==> config.mk <==
export PLATFORM = sky130hd
export DESIGN_NAME = interrupt_sequencer_flat
export DESIGN_NICKNAME = d
export VERILOG_FILES = /design/src/rtl/interrupt_sequencer_if.sv /design/src/rtl/interrupt_sequencer.sv /design/src/flat_wrapper.sv
export SDC_FILE = /design/constraint.sdc
export NUM_CORES = 1
export LEC_CHECK = 0
export CAP_MARGIN = 5
export CORE_ASPECT_RATIO = 1.25
export CORE_MARGIN = 2
export CORE_UTILIZATION = 29
export DETAILED_ROUTE_END_ITERATION = 7
export PLACE_DENSITY = 0.8
export SLEW_MARGIN = 15
export SYNTH_ARGS = -nofsm -noshare
export SYNTH_HDL_FRONTEND = slang
export SYNTH_SLANG_ARGS = --single-unit
export TNS_END_PERCENT = 1
==> constraint.sdc <==
create_clock -name clk -period 1.65 [get_ports clk]
set_input_delay 0.495 -clock clk [delete_from_list [all_inputs] [get_ports clk]]
set_output_delay 0.495 -clock clk [all_outputs]
set_load 0.01 [all_outputs]
==> src/rtl/interrupt_sequencer_if.sv <==
// Bundle of SFR, core-timing and sequencing signals exchanged between the
// core (master) and the interrupt sequencer (slave).
interface interrupt_sequencer_if #(
  parameter int PC_WIDTH = 15
);
  logic [7:0]          intcon_q;
  logic [7:0]          pir1_q;
  logic [7:0]          pie1_q;
  logic [7:0]          pir2_q;
  logic [7:0]          pie2_q;
  logic                instr_boundary;
  logic                sleeping;
  logic                retfie_exec;
  logic [PC_WIDTH-1:0] pc_current;

  logic                irq_pending;
  logic                wake;
  logic                flush;
  logic                push_en;
  logic [PC_WIDTH-1:0] push_pc;
  logic                shadow_save;
  logic                shadow_restore;
  logic                gie_clr;
  logic                gie_set;
  logic                vector_load;
  logic [PC_WIDTH-1:0] vector_addr;
  logic                busy;

  modport master (
    output intcon_q, pir1_q, pie1_q, pir2_q, pie2_q,
    output instr_boundary, sleeping, retfie_exec, pc_current,
    input  irq_pending, wake, flush, push_en, push_pc,
    input  shadow_save, shadow_restore, gie_clr, gie_set,
    input  vector_load, vector_addr, busy
  );

  modport slave (
    input  intcon_q, pir1_q, pie1_q, pir2_q, pie2_q,
    input  instr_boundary, sleeping, retfie_exec, pc_current,
    output irq_pending, wake, flush, push_en, push_pc,
    output shadow_save, shadow_restore, gie_clr, gie_set,
    output vector_load, vector_addr, busy
  );
endinterface

==> src/rtl/interrupt_sequencer.sv <==
// PIC16F interrupt entry/exit controller: merges INTCON/PIR/PIE into a pending
// condition, requests wake from SLEEP, and sequences entry and RETFIE exit.
module interrupt_sequencer #(
  parameter int                  PC_WIDTH    = 15,
  parameter logic [PC_WIDTH-1:0] VECTOR_ADDR = 15'h0004
) (
  input  logic                  clk,
  input  logic                  rst,
  interrupt_sequencer_if.slave  bus
);

  typedef enum logic [2:0] {
    S_IDLE,
    S_ENTRY,
    S_VECTOR,
    S_IN_ISR,
    S_RETURN
  } state_e;

  state_e              r_state;
  state_e              w_next_state;
  logic                r_pending;
  logic [PC_WIDTH-1:0] r_ret_pc;
  logic                w_raw;
  logic                w_take_irq;

  // Core sources need only their own enable; peripheral sources also need PEIE.
  assign w_raw = (|(bus.intcon_q[5:3] & bus.intcon_q[2:0])) |
                 (bus.intcon_q[6] & ((|(bus.pir1_q & bus.pie1_q)) |
                                     (|(bus.pir2_q & bus.pie2_q))));

  assign w_take_irq = bus.instr_boundary & r_pending & bus.intcon_q[7];

  // NOTE: state registers use non-blocking assignments so every flop samples
  // pre-edge values regardless of block ordering.
  always_ff @(posedge clk) begin
    if (rst) begin
      r_state   <= S_IDLE;
      r_pending <= 1'b0;
      r_ret_pc  <= '0;
    end else begin
      r_state   <= w_next_state;
      r_pending <= w_raw;
      if (r_state == S_IDLE && w_take_irq)
        r_ret_pc <= bus.pc_current;
    end
  end

  // NOTE: every output of this block is given a default first so no path
  // through the case statement can infer a latch.
  always_comb begin
    w_next_state       = r_state;
    bus.flush          = 1'b0;
    bus.push_en        = 1'b0;
    bus.shadow_save    = 1'b0;
    bus.shadow_restore = 1'b0;
    bus.gie_clr        = 1'b0;
    bus.gie_set        = 1'b0;
    bus.vector_load    = 1'b0;
    bus.busy           = 1'b0;
    unique case (r_state)
      S_IDLE: begin
        if (w_take_irq)
          w_next_state = S_ENTRY;
        else if (bus.retfie_exec)
          w_next_state = S_RETURN;
      end
      S_ENTRY: begin
        bus.flush       = 1'b1;
        bus.push_en     = 1'b1;
        bus.shadow_save = 1'b1;
        bus.gie_clr     = 1'b1;
        bus.busy        = 1'b1;
        w_next_state    = S_VECTOR;
      end
      S_VECTOR: begin
        bus.vector_load = 1'b1;
        bus.busy        = 1'b1;
        w_next_state    = S_IN_ISR;
      end
      S_IN_ISR: begin
        bus.busy = 1'b1;
        if (bus.retfie_exec)
          w_next_state = S_RETURN;
      end
      S_RETURN: begin
        bus.gie_set        = 1'b1;
        bus.shadow_restore = 1'b1;
        w_next_state       = S_IDLE;
      end
      default: w_next_state = S_IDLE;
    endcase
  end

  // Wake ignores GIE so a disabled-interrupt core still leaves SLEEP.
  assign bus.irq_pending = r_pending;
  assign bus.wake        = r_pending & bus.sleeping;
  assign bus.push_pc     = r_ret_pc;
  assign bus.vector_addr = VECTOR_ADDR;

endmodule

==> src/flat_wrapper.sv <==
// flat-port wrapper written by rule: the top's interface ports become plain ports
module interrupt_sequencer_flat 
#(
  parameter int                  PC_WIDTH    = 15,
  parameter logic [PC_WIDTH-1:0] VECTOR_ADDR = 15'h0004
)
  (clk, rst, bus_intcon_q, bus_pir1_q, bus_pie1_q, bus_pir2_q, bus_pie2_q, bus_instr_boundary, bus_sleeping, bus_retfie_exec, bus_pc_current, bus_irq_pending, bus_wake, bus_flush, bus_push_en, bus_push_pc, bus_shadow_save, bus_shadow_restore, bus_gie_clr, bus_gie_set, bus_vector_load, bus_vector_addr, bus_busy);
  interrupt_sequencer_if #(.PC_WIDTH(PC_WIDTH)) bus_i ();
  input  logic clk;
  input  logic rst;
  input wire logic [$bits(bus_i.intcon_q)-1:0] bus_intcon_q;
  input wire logic [$bits(bus_i.pir1_q)-1:0] bus_pir1_q;
  input wire logic [$bits(bus_i.pie1_q)-1:0] bus_pie1_q;
  input wire logic [$bits(bus_i.pir2_q)-1:0] bus_pir2_q;
  input wire logic [$bits(bus_i.pie2_q)-1:0] bus_pie2_q;
  input wire logic [$bits(bus_i.instr_boundary)-1:0] bus_instr_boundary;
  input wire logic [$bits(bus_i.sleeping)-1:0] bus_sleeping;
  input wire logic [$bits(bus_i.retfie_exec)-1:0] bus_retfie_exec;
  input wire logic [$bits(bus_i.pc_current)-1:0] bus_pc_current;
  output wire logic [$bits(bus_i.irq_pending)-1:0] bus_irq_pending;
  output wire logic [$bits(bus_i.wake)-1:0] bus_wake;
  output wire logic [$bits(bus_i.flush)-1:0] bus_flush;
  output wire logic [$bits(bus_i.push_en)-1:0] bus_push_en;
  output wire logic [$bits(bus_i.push_pc)-1:0] bus_push_pc;
  output wire logic [$bits(bus_i.shadow_save)-1:0] bus_shadow_save;
  output wire logic [$bits(bus_i.shadow_restore)-1:0] bus_shadow_restore;
  output wire logic [$bits(bus_i.gie_clr)-1:0] bus_gie_clr;
  output wire logic [$bits(bus_i.gie_set)-1:0] bus_gie_set;
  output wire logic [$bits(bus_i.vector_load)-1:0] bus_vector_load;
  output wire logic [$bits(bus_i.vector_addr)-1:0] bus_vector_addr;
  output wire logic [$bits(bus_i.busy)-1:0] bus_busy;
  assign bus_i.intcon_q = bus_intcon_q;
  assign bus_i.pir1_q = bus_pir1_q;
  assign bus_i.pie1_q = bus_pie1_q;
  assign bus_i.pir2_q = bus_pir2_q;
  assign bus_i.pie2_q = bus_pie2_q;
  assign bus_i.instr_boundary = bus_instr_boundary;
  assign bus_i.sleeping = bus_sleeping;
  assign bus_i.retfie_exec = bus_retfie_exec;
  assign bus_i.pc_current = bus_pc_current;
  assign bus_irq_pending = bus_i.irq_pending;
  assign bus_wake = bus_i.wake;
  assign bus_flush = bus_i.flush;
  assign bus_push_en = bus_i.push_en;
  assign bus_push_pc = bus_i.push_pc;
  assign bus_shadow_save = bus_i.shadow_save;
  assign bus_shadow_restore = bus_i.shadow_restore;
  assign bus_gie_clr = bus_i.gie_clr;
  assign bus_gie_set = bus_i.gie_set;
  assign bus_vector_load = bus_i.vector_load;
  assign bus_vector_addr = bus_i.vector_addr;
  assign bus_busy = bus_i.busy;
  interrupt_sequencer #(.PC_WIDTH(PC_WIDTH), .VECTOR_ADDR(VECTOR_ADDR)) u_core (.clk(clk), .rst(rst), .bus(bus_i));
endmodule
==> flow_metrics.tcl, run 1 <==
set metrics [dict create \
    start_util_pct 30.6 \
    antenna_found_initial 0 \
    totalWireLength_mm 2.83 \
    crit_fanout 15 \
    timing.hold.ws_ns 0.451 \
    final_nets 277 \
    clock_path_buffers 2 \
    num_rows 23 \
    syn_inst 125 \
    required_ns 1.79 \
    cap_violations 0 \
    place_ws_ns -0.448 \
    cts-root-buf "clkbuf_8" \
    clk_pin_slew_ns 0.07 \
    cts_tree "yes" \
    dieArea_um2 3890 \
    crit_start "bus_intcon_q[7]" \
    hp-class "flip-flop to flip-flop" \
    rsz0062_at_grt "yes" \
    clkPwrFrac_pct 27.1 \
    synthesis.area_um2 986 \
    setup_violations 3 \
    port-buffer-count 84 \
    die_x_um 56.2 \
    area_growth_pct 96.1 \
    drt_pre_antenna_iters 4 \
    switching_share_pct 23.7 \
    vdd_ir_drop_max_v 0.000394 \
    crit_path_end_kind "flip-flop" \
    cp_data_arrival_time_ns 1.79 \
    ys_types 24 \
    skew_ns 0.00257 \
    switchingPower_mw 0.269 \
    post-route-period-util_pct 100 \
    finalHoldViolCount 0 \
    antenna_left 0 \
    viasPerCell 4.46 \
    drc 0 \
    finalPower_mw 1.14 \
    grt_max_degree 16 \
    max_freq_ghz 0.603 \
    worst_slack_ns -0.00812 \
    nFillCells 283 \
    antenna_cells 0 \
    dr.first_iter.drc_count 11 \
    dieHeight_um 69.2 \
    ys_seq_elements 19 \
    worstReg2RegStart "u_core.r_state[2]" \
    comb_power_share_pct 29.5 \
    wl_per_cell_um 11.2 \
    p_seq_share_pct 43.3 \
    core_um2 3220 \
    min_period_ns 1.66 \
    clock_sinks 19 \
    p_leak_nw 0.935 \
    crit_slowest_cell "clkdlybuf4s50_1" \
    ys_seq_area_share_pct 38.6 \
    power_report.internal_total_mw 0.868 \
    finalMaxSlewViolations 0 \
    cts_buffers 3 \
    boundaryPins 100 \
    status "finished, violations left" \
    grt_use_total_pct 14.0 \
    gp_congestion 0.772 \
    max_stage_delay_ns 0.45 \
    start_kind "input port" \
    finish.utilization_pct 60.0 \
    yosys_warnings 0 \
    htreeDepth 1 \
    worstHoldStart "u_core.bus.push_pc[0]" \
    drive_above_1_share_pct 16.7 \
    path_class "input port to flip-flop" \
    path_cells "clkdlybuf4s50_1, nand3_1, or4_4, buf_6, nand2_1, a21oi_1" \
    syn_avg_cell_area_um2 7.89 \
    overflow 0 \
    via_count 1129 \
    dp_hpwl_mm 2.36 \
    grt_pass1_wl_mm 4.37 \
    violations "setup timing" \
    p_per_area_nw_per_um2 588 \
    clock_latency_ns 0.25 \
    grt_pass1_vias 1053 \
]
worst max-delay path, delay by kind of cell:
family          cells  cell delay [ns]
buf+inv             2             0.62
simple gates        3             0.61
compound gates      1             0.06
cell families (layout without fill, tap and decap cells):
kind of cell / Yosys count / after routing / synth area share (%)
and+or+nand+nor: 46 / 46 / 21.7
buffers and inverters: 28 / 106 / 19.8
other: 2 / 15 / 0.762
DFF: 19 / 19 / 38.6
AOI/OAI and AO/OA: 30 / 30 / 19.2
final timing paths:
| kind | cells past startpoint | to | slack, ns |
|---|---|---|---|
| setup / recovery | 6 | u_core.bus.push_pc[14] | -0.008 |
| hold reg to reg | 2 | u_core.bus.push_pc[0] | 0.45 |
| setup reg to reg | 5 | u_core.bus.push_pc[14] | 0.21 |
| hold / removal | 2 | u_core.bus.push_pc[0] | 0.45 |
metrics by stage:
stage | area (µm²) | instances | setup TNS (ns)
after detailed placement | 1850 | 249 | -4.95
after CTS | 1900 | 253 | -0.0935
after global placement | 1850 | 249 | -5.05
final | 1930 | 253 | -0.0156
after floorplan | 1030 | 138 | 0
after global routing | 1930 | 253 | -0.847
per-layer routing:
layer / vias to the layer above / track usage (%) / wire length [µm]
li1: 570 / - / -
met1: 488 / 14.9 / 917
met2: 69 / 26.5 / 1590
met3: 2 / 2.80 / 298
met4: 0 / 4.76 / 19
met5: - / 0 / 0
state kept, by name, indices dropped and copies added, names as in the netlist:
name	count
u_core.bus.irq_pending	1
u_core.bus.push_pc	15
u_core.r_state	3
power groups by stage:
stage                     Sequential [mW]  Combinational, mW  Clock (mW)
after floorplan                     0.504              0.135           0
after global placement              0.501              0.340           0
after detailed placement            0.501              0.343           0
after CTS                           0.493              0.336       0.323
after global routing                0.495              0.366       0.350
final                               0.493              0.336       0.308
repair_timing:
| action | in CTS | in global routing |
|---|---|---|
| endpoints found under the setup margin | 10 | 33 |
| pin swaps | 0 | 1 |
| resized for setup | 30 | 19 |
| setup buffers | 0 | 0 |
| hold buffers | 0 | 0 |
synth_stat cells, drive strengths merged:
library cell	n	share of area (%)
nor3	2	1.0
a21oi	18	9.1
nand2	33	13
a31oi	1	0.63
clkbuf	2	0.76
and2	2	1.3
inv	2	0.76
a221oi	4	3.6
a211oi	1	0.76
nor2b	1	0.63
buf	24	18
and4	1	0.89
a222oi	1	1.0
a22o	4	3.6
nor4	1	2.2
nand3	1	0.51
nor3b	1	0.76
o21ai	1	0.51
nor2	3	1.1
or4	1	0.76
conb	2	0.76
dfxtp	19	39
final cells by class:
cell class / count / area, µm² / area share, %
repair buffers: 100 / 971 / 50.2
multi-input cells: 91 / 479 / 24.8
flip-flops and latches: 19 / 384 / 19.9
well taps: 37 / 46.3 / 2.39
clock buffers: 4 / 45.0 / 2.33
inverters: 2 / 7.51 / 0.388
cells in the final DEF, fill, tap and decap left out:
| cell type | count |
|---|---|
| buf_4 | 14 |
| and2_4 | 1 |
| a221oi_2 | 1 |
| clkdlybuf4s50_1 | 64 |
| nand3_1 | 1 |
| a221oi_1 | 3 |
| or4_4 | 1 |
| a21oi_1 | 18 |
| clkbuf_2 | 3 |
| conb_1 | 15 |
| dlygate4sd2_1 | 1 |
| a222oi_1 | 1 |
| nor2_2 | 1 |
| clkdlybuf4s15_1 | 1 |
| clkbuf_1 | 1 |
| and4_1 | 1 |
| nor2b_1 | 1 |
| nand2_1 | 33 |
| dfxtp_1 | 16 |
| buf_6 | 2 |
| nor4_4 | 1 |
| a211oi_1 | 1 |
| a22o_1 | 4 |
| nor3_1 | 2 |
| inv_1 | 2 |
| o21ai_0 | 1 |
| dfxtp_2 | 3 |
| clkbuf_8 | 3 |
| and2_1 | 1 |
| clkdlybuf4s15_2 | 3 |
| a31oi_1 | 1 |
| buf_2 | 2 |
| nor2_1 | 2 |
| dlymetal6s2s_1 | 10 |
| nor3b_2 | 1 |
Power figures use the tool's default switching activity.
==> inputs of run 2 (changes only) <==
==> constraint.sdc (replaced) <==
create_clock -name clk -period 1.53 [get_ports clk]
set_input_delay 0.459 -clock clk [delete_from_list [all_inputs] [get_ports clk]]
set_output_delay 0.459 -clock clk [all_outputs]
set_load 0.01 [all_outputs]
==> flow_metrics.tcl, run 2 (synthesis results as in run 1) <==
set metrics [dict create \
    grt_pass1_wl_mm 4.60 \
    vdd_ir_drop_max_v 0.000393 \
    gp_congestion 0.709 \
    p_per_area_nw_per_um2 656 \
    antenna_left 0 \
    crit_slowest_cell "dfxtp_4" \
    worst_slack_ns 0.0212 \
    max_freq_ghz 0.663 \
    cts_setup_buffers 0 \
    setup_violations 0 \
    path_cells "nor2_4, nor2_1, dlygate4sd2_1" \
    dieHeight_um 69.2 \
    tns_ns 0 \
    die_x_um 56.2 \
    totalWireLength_mm 2.90 \
    antenna_found_initial 0 \
    clock_path_buffers 2 \
    crit_fanout 5 \
    p_leak_nw 0.839 \
    viasPerCell 4.55 \
    port-buffer-count 84 \
    hp-class "flip-flop to flip-flop" \
    clk_pin_slew_ns 0.08 \
    cts-root-buf "clkbuf_8" \
    grt_pass1_vias 1083 \
    crit_path_end_kind "output port" \
    grt_use_total_pct 14.5 \
    worstHoldStart "u_core.bus.push_pc[1]" \
    required_ns 1.07 \
    cap_violations 0 \
    htreeDepth 1 \
    wl_met2_mm 1.54 \
    start_kind "flip-flop" \
    clock_sinks 19 \
    cts_buffers 3 \
    cts_tree "yes" \
    finalPower_mw 1.22 \
    m1WireLength_mm 1.02 \
    path_class "flip-flop to output port" \
    drive_above_1_share_pct 15.6 \
    reg2reg_depth 5 \
    num_rows 23 \
    wl_per_cell_um 11.6 \
    final_cell_mix "clkdlybuf4s50_1 (56), nand2_1 (33), a21oi_1 (18), dlygate4sd2_1 (18), dfxtp_1 (16)" \
    cp_data_arrival_time_ns 1.05 \
    post-route-period-util_pct 98.6 \
    dr.max_layer_used "met4" \
    r2r_slack_ns 0.06 \
    holdPathEnd "u_core.bus.push_pc[1]" \
    finish.utilization_pct 57.9 \
    dp_hpwl_mm 2.40 \
    clock_latency_ns 0.25 \
    antenna_cells 0 \
    boundaryPins 100 \
    overflow 0 \
    worstReg2RegStart "u_core.r_state[2]" \
    min_period_ns 1.51 \
    dieArea_um2 3890 \
    status "complete, no violations" \
    max_stage_delay_ns 0.38 \
    wl_met3_um 268 \
    largest_register_ffs 15 \
    rsz0062_at_grt "yes" \
    dr.first_iter.drc_count 16 \
    area_growth_pct 89.3 \
    start_util_pct 30.6 \
    grt_max_degree 16 \
    skew_ns 0.00622 \
    via_count 1132 \
    place_ws_ns -0.496 \
    finalHoldViolCount 0 \
    final_common_cell "clkdlybuf4s50_1" \
    final_nets 273 \
    core_um2 3220 \
    worstReg2RegEnd "u_core.bus.push_pc[1]" \
    drc 0 \
    whs_path_depth 2 \
    finalMaxSlewViolations 0 \
    drt_pre_antenna_iters 4 \
]
## run 2: cell types whose count changed in the layout (fill, tap and decap cells not counted), sizes merged
cell / delta
clkdlybuf4s50: -8
clkdlybuf4s15: -4
dlymetal6s2s: -8
dlygate4sd2: +17
clkinv: +1
buf: -1
clkbuf: -1
## run 2: power breakdown
part           internal (mW)  switching [mW]  leakage [nW]
sequential             0.514          0.0158         0.156
combinational          0.217           0.128         0.658
clock                  0.181           0.168        0.0255
## run 2: per-layer routing
layer  track usage (%)  up-vias
met5                 0        -
met4              6.61        0
met3              2.05        4
met2              27.2       71
met1              15.7      496
li1                  -      561
## run 2: critical path, delay by kind of cell, from the launching register on
family	cells	cell delay, ns
flip-flops	1	0.38
buffers and inverters	1	0.28
AND/OR/NAND/NOR	2	0.14
## run 2: what timing repair did
action,4_1_cts,5_1_grt
resized for setup,49,12
setup endpoints to repair,41,23
pin swaps,15,2
endpoints found under the hold margin,0,0
hold buffers,0,0
cloned,0,1
## run 2: final cells by class
type	instances	area, µm²
Timing Repair Buffer	96	887
Inverter	2	7.51
Fill cell	303	1360
Tap cell	37	46.3
Sequential cell	19	387
Multi-Input combinational cell	91	493
Clock inverter	1	5.00
Clock buffer	3	41.3
## run 2: per-stage QoR
| stage | instances | hold WS [ns] | area, µm² |
|---|---|---|---|
| finish | 249 | 0.451 | 1870 |
| global route | 249 | 0.474 | 1870 |
| CTS | 248 | 0.456 | 1860 |
| detailed placement | 244 | 0.448 | 1830 |
| global placement | 244 | 0.441 | 1830 |
| floorplan | 138 | 0.481 | 1040 |
## run 2: worst max-delay path by stage
stage / cells past startpoint / slack, ns / start / end
after floorplan: 6 / 0.002 / bus_intcon_q[7] / u_core.bus.push_pc[0]
after global placement: 3 / -0.50 / bus_sleeping / bus_wake
after detailed placement: 3 / -0.50 / bus_sleeping / bus_wake
after CTS: 2 / -0.1 / u_core.r_state[0] / bus_shadow_save
after global routing: 3 / -0.05 / u_core.r_state[0] / bus_busy
final: 3 / 0.02 / u_core.r_state[1] / bus_busy
